<file path="config.mk">
export PLATFORM = sky130hd
export DESIGN_NAME = multicycle_control
export DESIGN_NICKNAME = d
export VERILOG_FILES = /design/src/rtl/mips_ctrl_pkg.sv /design/src/rtl/alu_decoder.sv /design/src/rtl/multicycle_control.sv
export SDC_FILE = /design/constraint.sdc
export NUM_CORES = 1
export LEC_CHECK = 0
export BUFFER_PORTS_ARGS = -buffer_cell sky130_fd_sc_hd__buf_2
export CAP_MARGIN = 20
export CORE_AREA = 2 2 77 79
export DETAILED_ROUTE_END_ITERATION = 12
export DIE_AREA = 0 0 79 81
export PLACE_DENSITY = 0.62
export SETUP_SLACK_MARGIN = 0.1
export SLEW_MARGIN = 20
export SYNTH_ARGS = -nofsm -noshare
export SYNTH_HDL_FRONTEND = slang
export SYNTH_SLANG_ARGS = --single-unit
</file>
<file path="constraint.sdc">
create_clock -name clk -period 4.2 [get_ports clk]
set_input_delay 0.84 -clock clk [delete_from_list [all_inputs] [get_ports clk]]
set_output_delay 0.84 -clock clk [all_outputs]
set_load 0.02 [all_outputs]
</file>
<file path="src/rtl/mips_ctrl_pkg.sv">
// mips_ctrl_pkg: state encodings, opcode/funct values and control codes for the multicycle controller
package mips_ctrl_pkg;
  typedef enum logic [3:0] {
    FETCH  = 4'd0,
    DECODE = 4'd1,
    MEMADR = 4'd2,
    MEMRD  = 4'd3,
    MEMWB  = 4'd4,
    MEMWR  = 4'd5,
    EXEC   = 4'd6,
    ALUWB  = 4'd7,
    BRANCH = 4'd8,
    JUMP   = 4'd9,
    ADDIEX = 4'd10,
    ADDIWB = 4'd11
  } state_t;
  localparam logic [5:0] OP_RTYPE = 6'b000000;
  localparam logic [5:0] OP_LW    = 6'b100011;
  localparam logic [5:0] OP_SW    = 6'b101011;
  localparam logic [5:0] OP_BEQ   = 6'b000100;
  localparam logic [5:0] OP_J     = 6'b000010;
  localparam logic [5:0] OP_ADDI  = 6'b001000;
  localparam logic [5:0] FN_ADD = 6'b100000;
  localparam logic [5:0] FN_SUB = 6'b100010;
  localparam logic [5:0] FN_AND = 6'b100100;
  localparam logic [5:0] FN_OR  = 6'b100101;
  localparam logic [5:0] FN_SLT = 6'b101010;
  localparam logic [3:0] ALU_ADD = 4'b0101;
  localparam logic [3:0] ALU_SUB = 4'b0110;
  localparam logic [3:0] ALU_AND = 4'b0000;
  localparam logic [3:0] ALU_OR  = 4'b0001;
  localparam logic [3:0] ALU_SLT = 4'b0011;
  localparam logic [1:0] SRCB_B      = 2'b00;
  localparam logic [1:0] SRCB_4      = 2'b01;
  localparam logic [1:0] SRCB_IMM    = 2'b10;
  localparam logic [1:0] SRCB_IMM_SH = 2'b11;
  localparam logic [1:0] PC_ALU    = 2'b00;
  localparam logic [1:0] PC_ALUOUT = 2'b01;
  localparam logic [1:0] PC_JUMP   = 2'b10;
endpackage

</file>
<file path="src/rtl/alu_decoder.sv">
// alu_decoder: maps controller state and Funct to an ALU_control code and flags supported R-type functs
module alu_decoder
  import mips_ctrl_pkg::*;
(
  input  logic [3:0] st,
  input  logic [5:0] funct,
  output logic [3:0] alu_control,
  output logic       funct_ok
);
  logic [3:0] fn_code;
  always_comb begin
    fn_code = funct == FN_SUB ? ALU_SUB :
              funct == FN_AND ? ALU_AND :
              funct == FN_OR  ? ALU_OR  :
              funct == FN_SLT ? ALU_SLT : ALU_ADD;
    funct_ok = funct == FN_ADD || funct == FN_SUB || funct == FN_AND ||
               funct == FN_OR  || funct == FN_SLT;
    alu_control = st == EXEC ? fn_code : st == BRANCH ? ALU_SUB : ALU_ADD;
  end
endmodule

</file>
<file path="src/rtl/multicycle_control.sv">
// multicycle_control: multicycle MIPS main control FSM with memory-ready stalls and a retired-instruction counter
module multicycle_control
  import mips_ctrl_pkg::*;
#(
  parameter int COUNT_WIDTH = 32
) (
  input  logic                   clk,
  input  logic                   reset,
  input  logic [5:0]             Opcode,
  input  logic [5:0]             Funct,
  input  logic                   ZeroFlag,
  input  logic                   MemReady,
  output logic                   IorD,
  output logic                   MemRead,
  output logic                   MemWrite,
  output logic                   IRWrite,
  output logic                   MemtoReg,
  output logic                   RegDst,
  output logic                   RegWrite,
  output logic                   ALUSrcA,
  output logic [1:0]             ALUSrcB,
  output logic [1:0]             PCSource,
  output logic                   PCWriteEn,
  output logic [3:0]             ALU_control,
  output logic                   IllegalOp,
  output logic [3:0]             State,
  output logic [COUNT_WIDTH-1:0] InstrCount
);
  logic [3:0] st, nxt, dec_alu;
  logic       funct_ok, retire;
  alu_decoder u_alu_decoder (
    .st          (st),
    .funct       (Funct),
    .alu_control (dec_alu),
    .funct_ok    (funct_ok)
  );
  always_ff @(posedge clk) begin
    if (reset) st <= FETCH;
    else st <= nxt;
  end
  always_comb begin
    nxt = FETCH;
    case (st)
      FETCH:  nxt = MemReady ? DECODE : FETCH;
      DECODE: nxt = (Opcode == OP_LW || Opcode == OP_SW) ? MEMADR :
                    (Opcode == OP_RTYPE && funct_ok)     ? EXEC   :
                    Opcode == OP_BEQ                     ? BRANCH :
                    Opcode == OP_J                       ? JUMP   :
                    Opcode == OP_ADDI                    ? ADDIEX : FETCH;
      MEMADR: nxt = Opcode == OP_SW ? MEMWR : MEMRD;
      MEMRD:  nxt = MemReady ? MEMWB : MEMRD;
      MEMWR:  nxt = MemReady ? FETCH : MEMWR;
      EXEC:   nxt = ALUWB;
      ADDIEX: nxt = ADDIWB;
      default: nxt = FETCH;
    endcase
  end
  always_comb begin
    IorD      = 1'b0;
    MemRead   = 1'b0;
    MemWrite  = 1'b0;
    IRWrite   = 1'b0;
    MemtoReg  = 1'b0;
    RegDst    = 1'b0;
    RegWrite  = 1'b0;
    ALUSrcA   = 1'b0;
    ALUSrcB   = SRCB_B;
    PCSource  = PC_ALU;
    PCWriteEn = 1'b0;
    if (!reset)
      case (st)
        FETCH: begin
          MemRead   = 1'b1;
          ALUSrcB   = SRCB_4;
          IRWrite   = MemReady;
          PCWriteEn = MemReady;
        end
        DECODE: ALUSrcB = SRCB_IMM_SH;
        MEMADR: begin
          ALUSrcA = 1'b1;
          ALUSrcB = SRCB_IMM;
        end
        MEMRD: begin
          MemRead = 1'b1;
          IorD    = 1'b1;
        end
        MEMWB: begin
          MemtoReg = 1'b1;
          RegWrite = 1'b1;
        end
        MEMWR: begin
          MemWrite = 1'b1;
          IorD     = 1'b1;
        end
        EXEC: ALUSrcA = 1'b1;
        ALUWB: begin
          RegDst   = 1'b1;
          RegWrite = 1'b1;
        end
        BRANCH: begin
          ALUSrcA   = 1'b1;
          PCSource  = PC_ALUOUT;
          PCWriteEn = ZeroFlag;
        end
        JUMP: begin
          PCSource  = PC_JUMP;
          PCWriteEn = 1'b1;
        end
        ADDIEX: begin
          ALUSrcA = 1'b1;
          ALUSrcB = SRCB_IMM;
        end
        ADDIWB: RegWrite = 1'b1;
        default: ;
      endcase
  end
  assign ALU_control = reset ? ALU_ADD : dec_alu;
  assign IllegalOp   = !reset && st == DECODE && nxt == FETCH;
  assign retire      = nxt == FETCH && (st == MEMWB || st == MEMWR || st == ALUWB ||
                                        st == BRANCH || st == JUMP || st == ADDIWB);
  assign State       = st;
  always_ff @(posedge clk) begin
    if (reset) InstrCount <= '0;
    else InstrCount <= InstrCount + {{(COUNT_WIDTH-1){1'b0}}, retire};
  end
endmodule

</file>
Yosys cells after proc, flatten, opt, wreduce, memory -nomap -nowiden

Cells that the tools add are included.

Word-level logic and storage cells: 86
Input bits: 16
Output and inout port bits: 54
Register bits: 36

Muxes and demuxes: 39
Eq/ne operators: 21
Reductions and logical operators: 23
Add/sub/neg operators: 1

Operators by type and width:

| kind               | number |
|---|---|
| $eq 6x6->1 const B | 7 |
| $mux 4             | 10 |
| $add 32x1->32      | 1 |
| $pmux 4 s7         | 1 |
| $mux 1             | 18 |
| $eq 4x3->1 const B | 4 |
| $eq 4x4->1 const B | 4 |
| $mux 3             | 4 |
| $logic_or 1x1->1   | 10 |
| $eq 4x2->1 const B | 2 |
| $logic_not 4->1    | 2 |
| $eq 6x2->1 const B | 1 |
| $eq 6x3->1 const B | 1 |
| $eq 6x4->1 const B | 1 |
| $logic_not 6->1    | 1 |
| $mux 2             | 3 |
| $pmux 2 s3         | 1 |
| $reduce_or 2->1    | 3 |
| $eq 4x1->1 const B | 1 |
| $logic_and 1x1->1  | 4 |
| $pmux 2 s2         | 1 |
| $reduce_or 4->1    | 1 |
| $pmux 1 s3         | 1 |
| $reduce_or 3->1    | 1 |
| $logic_not 1->1    | 1 |

Longest topological paths before layout

Depth after elaboration: 12
Mapped depth: 12
Mapped depth without buffers: 10

Cells and area by module

A second synthesis with hierarchy kept.

Cell total of the unflattened synthesis: 272
Area total of the unflattened synthesis: 2194.6 um2

Modules (own cells, without submodules):

| module             | area each (um2) | cells each | times used | sequential area each (um2) |
|---|---|---|---|---|
| multicycle_control | 2058.2          | 255        | 1          | 720.7 |
| alu_decoder        | 136.4           | 17         | 1          | 0.0 |

Worst setup path before layout

OpenSTA, ideal clock, no wires.

Kind: input to register
Start: in MemReady
End: reg InstrCount[30]
Library setup time: 121 ps
Setup slack: 888 ps
Arrival time: 3192 ps
Required time: 4079 ps
Path buffers: 1
Cell stages on the path: 11
Cell sequence: o21ai_0 a221oi_1 nor2_1 nor4_1 ha_1 ha_1 nand4_1 or3_1 clkbuf_1 nor3_1 mux2_2

Word-level cells in the longest chain between the ends: 5
Elaborated cells between the ends (all ways): 7
Those cells by class: 1 x add/sub; 4 x mux; 2 x reduce/logical

Ends and longest elaborated chain:

| what                           | RTL line                  | source |
|---|---|---|
| start: declaration             | multicycle_control.sv:12  | `input logic MemReady,` |
| $mux 3 (tied with other cells) | multicycle_control.sv:52  | `MEMWR: nxt = MemReady ? FETCH : MEMWR;` |
| $pmux 4 s7 *                   | multicycle_control.sv:43  | `case (st)` |
| $logic_not 4->1 *              | multicycle_control.sv:119 | `assign retire = nxt == FETCH && (st == MEMWB \|\| st == MEMWR \|\| st == ALUWB \|\|` |
| $logic_and 1x1->1 *            | multicycle_control.sv:119 |  |
| $add 32x1->32 *                | multicycle_control.sv:124 | `else InstrCount <= InstrCount + {{(COUNT_WIDTH-1){1'b0}}, retire};` |
| end signal: assignment         | multicycle_control.sv:124 |  |
| end: declaration               | multicycle_control.sv:27  | `output logic [COUNT_WIDTH-1:0] InstrCount` |

Mark *: on every way between the ends. The rest lies on a longest branch, timed or not.
A chain may end at the register's enable or synchronous reset.

Worst setup path in the final report

Start: reg st[0], in the netlist State[0]
End: reg InstrCount[24]

Word-level cells in the longest chain between the ends: 8
Elaborated cells between the ends (all ways): 21
Those cells by class: 1 x add/sub; 11 x eq/ne; 1 x mux; 8 x reduce/logical

Ends and longest elaborated chain:

| what                                               | RTL line                  | source |
|---|---|---|
| start: declaration                                 | multicycle_control.sv:29  | `logic [3:0] st, nxt, dec_alu;` |
| start signal: assignment                           | multicycle_control.sv:39  | `else st <= nxt;` |
| branches (longest 6 deep; another with $pmux 4 s7) | --                        |  |
| $logic_and 1x1->1 *                                | multicycle_control.sv:119 |  |
| $add 32x1->32 *                                    | multicycle_control.sv:124 |  |

Mark *: on every way between the ends.

==> metrics.md <==
| Metric | Value |
|---|---|
| Status | `finished, final reports clean` |
| WP data required | `4410 ps` |
| Sink Count | `36` |
| Post-DRT Antenna Nets | `0` |
| Core ar. | `0.00568 sq mm` |
| Sequential cell area | `721 sq um` |
| GR Util met2 | `0.285` |
| CP startpoint kind | `register` |
| R2r endpoint | `InstrCount[24]$_SDFF_PP0_` |
| Latest clock arrival within the worst-skew pair | `290 ps` |
| Power Total | `649 uW` |
| Hold Path Stages | `2` |
| Maxcap violations | `0` |
| Worst Hold End | `InstrCount[29]$_SDFF_PP0_` |
| Layout cells sized above 1 | `0.246` |
| Worst clock skew | `5.73 ps` |
| GRT busiest layer | `met2` |
| R2r setup slk | `620 ps` |
| Num CTS Buffers | `5` |
| Synth Net Count | `297` |
| Via-to-Cell Ratio | `5.49` |
| Setup CP Type | `reg -> reg` |
| Fin Hold WS | `492 ps` |
| Port Buffer Count | `68` |
| CP Max Fanout | `21` |
| Maximum clock frequency | `0.279 GHz` |
| Resize count post-CTS | `0` |
| Peak supply drop | `0.114 mV` |
| Synth cell types | `47` |
| Post-CTS Setup Inserts | `0` |
| Min Tclk post-route | `3580 ps` |
| Starting DRT DRC Count | `122` |
| Vert. Die Dim | `81 microns` |
| Buf+Inv Stages, Crit Path | `0` |
| FF-to-FF path depth | `10` |
| Longest Clk Path Bufs | `2` |
| Vias in the first global route | `1,966` |
| Delay-heaviest family, CP | `simple AND/OR/NAND/NOR gates` |
| EDFF count, synth | `0` |
| Fillers | `617` |
| RSZ-0062 raised after global routing | `false` |
| Leakage | `1.05 nW` |
| Worst hold start | `InstrCount[29]$_SDFF_PP0_` |
| Via count | `2,266` |
| Largest net degree at the start of global routing | `48` |
| Crit share post-route | `0.853` |
| Antenna violations before repair | `0` |
| Met1 usage | `0.212` |
| Final-report setup violation count | `0` |
| Mapped Cells | `279` |
| Chip Width | `79 microns` |
| Asr flop ratio synth | `0` |
| P&R area growth vs syn | `21.2%` |
| Row cnt | `28` |
| Die area | `0.00640 sq mm` |
| Cell mode on critical path | `ha_1` |
| Hold-fix buffers, CTS | `0` |
| Final hold vios | `0` |
| Reg2Reg Launch Point | `State[0]$_SDFF_PP0_` |
| Worst setup EP type | `register` |
| First-pass GRT wire length | `8780 microns` |
| # IOs | `70` |
| Global routing usage on met3 | `0.0389` |
| Worst-margin pin slew | `851 ps` |
| GRT overflow | `0` |
| Final WL | `5410 microns` |
| Max stage delay on crit path | `720 ps` |
| HPWL after DPL | `3820 microns` |
| Clock slew at reported path FFs | `70 ps` |
| Most frequent cells in the layout | `buf_2, dfxtp_1, nor2_1, a21oi_1, nand2_1` |
| Clk root buf | `clkbuf_8` |
| Hold crit path type | `reg -> reg` |
| N_diodes | `0` |
| Slew headroom | `0.433` |
| Nets | `355` |
| Mean Syn Cell Area | `7.70 sq um` |
| Worst EP arrival | `3790 ps` |
| Routability cong. | `0.848` |
| Commonest non-fill, non-tap cell in the layout | `buf_2` |
| Ys Warns | `0` |
| Setup TNS Final | `0 ps` |
| Initial Util | `0.378` |
| Dominant synthesized flop cell | `dfxtp_1` |
| Synthesized area | `0.00215 sq mm` |
| Worst-path cell chain | `o21ai_0 -> a221oi_1 -> nor2_1 -> nor4_1 -> ha_1 -> ha_1 -> nand4_1 -> or3_1 -> or4_1 -> a21oi_1` |
| DR DRC count | `0` |
| PD cells | `249 mW/mm^2` |
| Drt pass-1 iters | `4` |
| CTS tree | `built` |
| CTS H-tree depth | `2` |
| Sequential area share after synthesis | `0.336` |
| FF+latch count, synth | `36` |
| GRT Overall Usage | `0.168` |
| Multi-input logic area | `0.00132 sq mm` |
| DR WL/cell | `13.1 microns` |
| Final Max Tran Viols | `0` |
| Slowest stage cell, crit path | `dfxtp_1` |
[power breakdown]
part           leakage, nW  internal, mW  switching (mW)  total (mW)
logic                0.704        0.0186          0.0320      0.0506
registers            0.290         0.342         0.00353       0.345
clock network       0.0510         0.131           0.122       0.253
total                 1.05         0.491           0.157       0.649
[layout make-up]
cell class	count	area share
clock buffers	6	0.0317
repair buffers	69	0.134
clock inverters	2	0.00385
flip-flops and latches	36	0.277
inverters	8	0.0115
well taps	75	0.0361
multi-input cells	217	0.506
[cells by family after synthesis]
group,share of synthesized area
DFF,0.336
xor gates and xnor gates,0.0530
AOI/OAI and AO/OA,0.170
muxes,0.0152
other,0.00175
adders and majority gates,0.0117
and+or+nand+nor,0.362
buffers and inverters,0.0507
[synthesized netlist by cell type (6+ instances only)]
library cell,n,area share
dfxtp_1,36,0.34
nor2_1,30,0.052
a21oi_1,22,0.051
nand2_1,21,0.037
clkbuf_1,14,0.024
or4_1,14,0.049
o21ai_0,13,0.030
o31ai_1,12,0.042
nor3_1,10,0.023
nand3_1,9,0.021
or3_1,9,0.026
inv_1,8,0.014
nand4_1,8,0.023
xnor2_1,7,0.029
nand2b_1,6,0.017
nor2b_1,6,0.017
xor2_1,6,0.024
[per-layer routing]
layer / part of all wire / vias up
met4: 0.014 / 0
li1: - / 1144
met1: 0.48 / 1055
met3: 0.051 / 8
met5: 0 / -
met2: 0.45 / 59
[registers in the layout (all words and copies together), names as in the netlist]
name and flops:
State 4, InstrCount 32
[worst max path at each step]
stage / to / slack (ps) / depth (start not counted) / from
detailed placement: InstrCount[24]$_SDFF_PP0_ / 490 / 11 / MemReady
finish: InstrCount[24]$_SDFF_PP0_ / 620 / 10 / State[0]$_SDFF_PP0_
global route: InstrCount[22]$_SDFF_PP0_ / 220 / 10 / State[0]$_SDFF_PP0_
global placement: InstrCount[24]$_SDFF_PP0_ / 590 / 11 / MemReady
CTS: InstrCount[24]$_SDFF_PP0_ / 600 / 10 / State[0]$_SDFF_PP0_
floorplan: InstrCount[30]$_SDFF_PP0_ / 890 / 11 / MemReady
[per-stage QoR]
step / utilization / std cells / cell area (sq um) / setup slack [ps]
6_report: 0.459 / 413 / 2600 / 617
3_3_place_gp: 0.442 / 405 / 2510 / 592
3_5_place_dp: 0.442 / 405 / 2510 / 490
2_1_floorplan: - / 279 / 2150 / 888
5_1_grt: 0.459 / 413 / 2600 / 217
4_1_cts: 0.459 / 413 / 2600 / 600
[worst min-delay path, cell delays in order, from the launching register on]
cell and delay [ps]:
dfxtp_1 330, o31ai_1 60, a21oi_1 50
No activity file was read; power rests on OpenSTA's default activity.
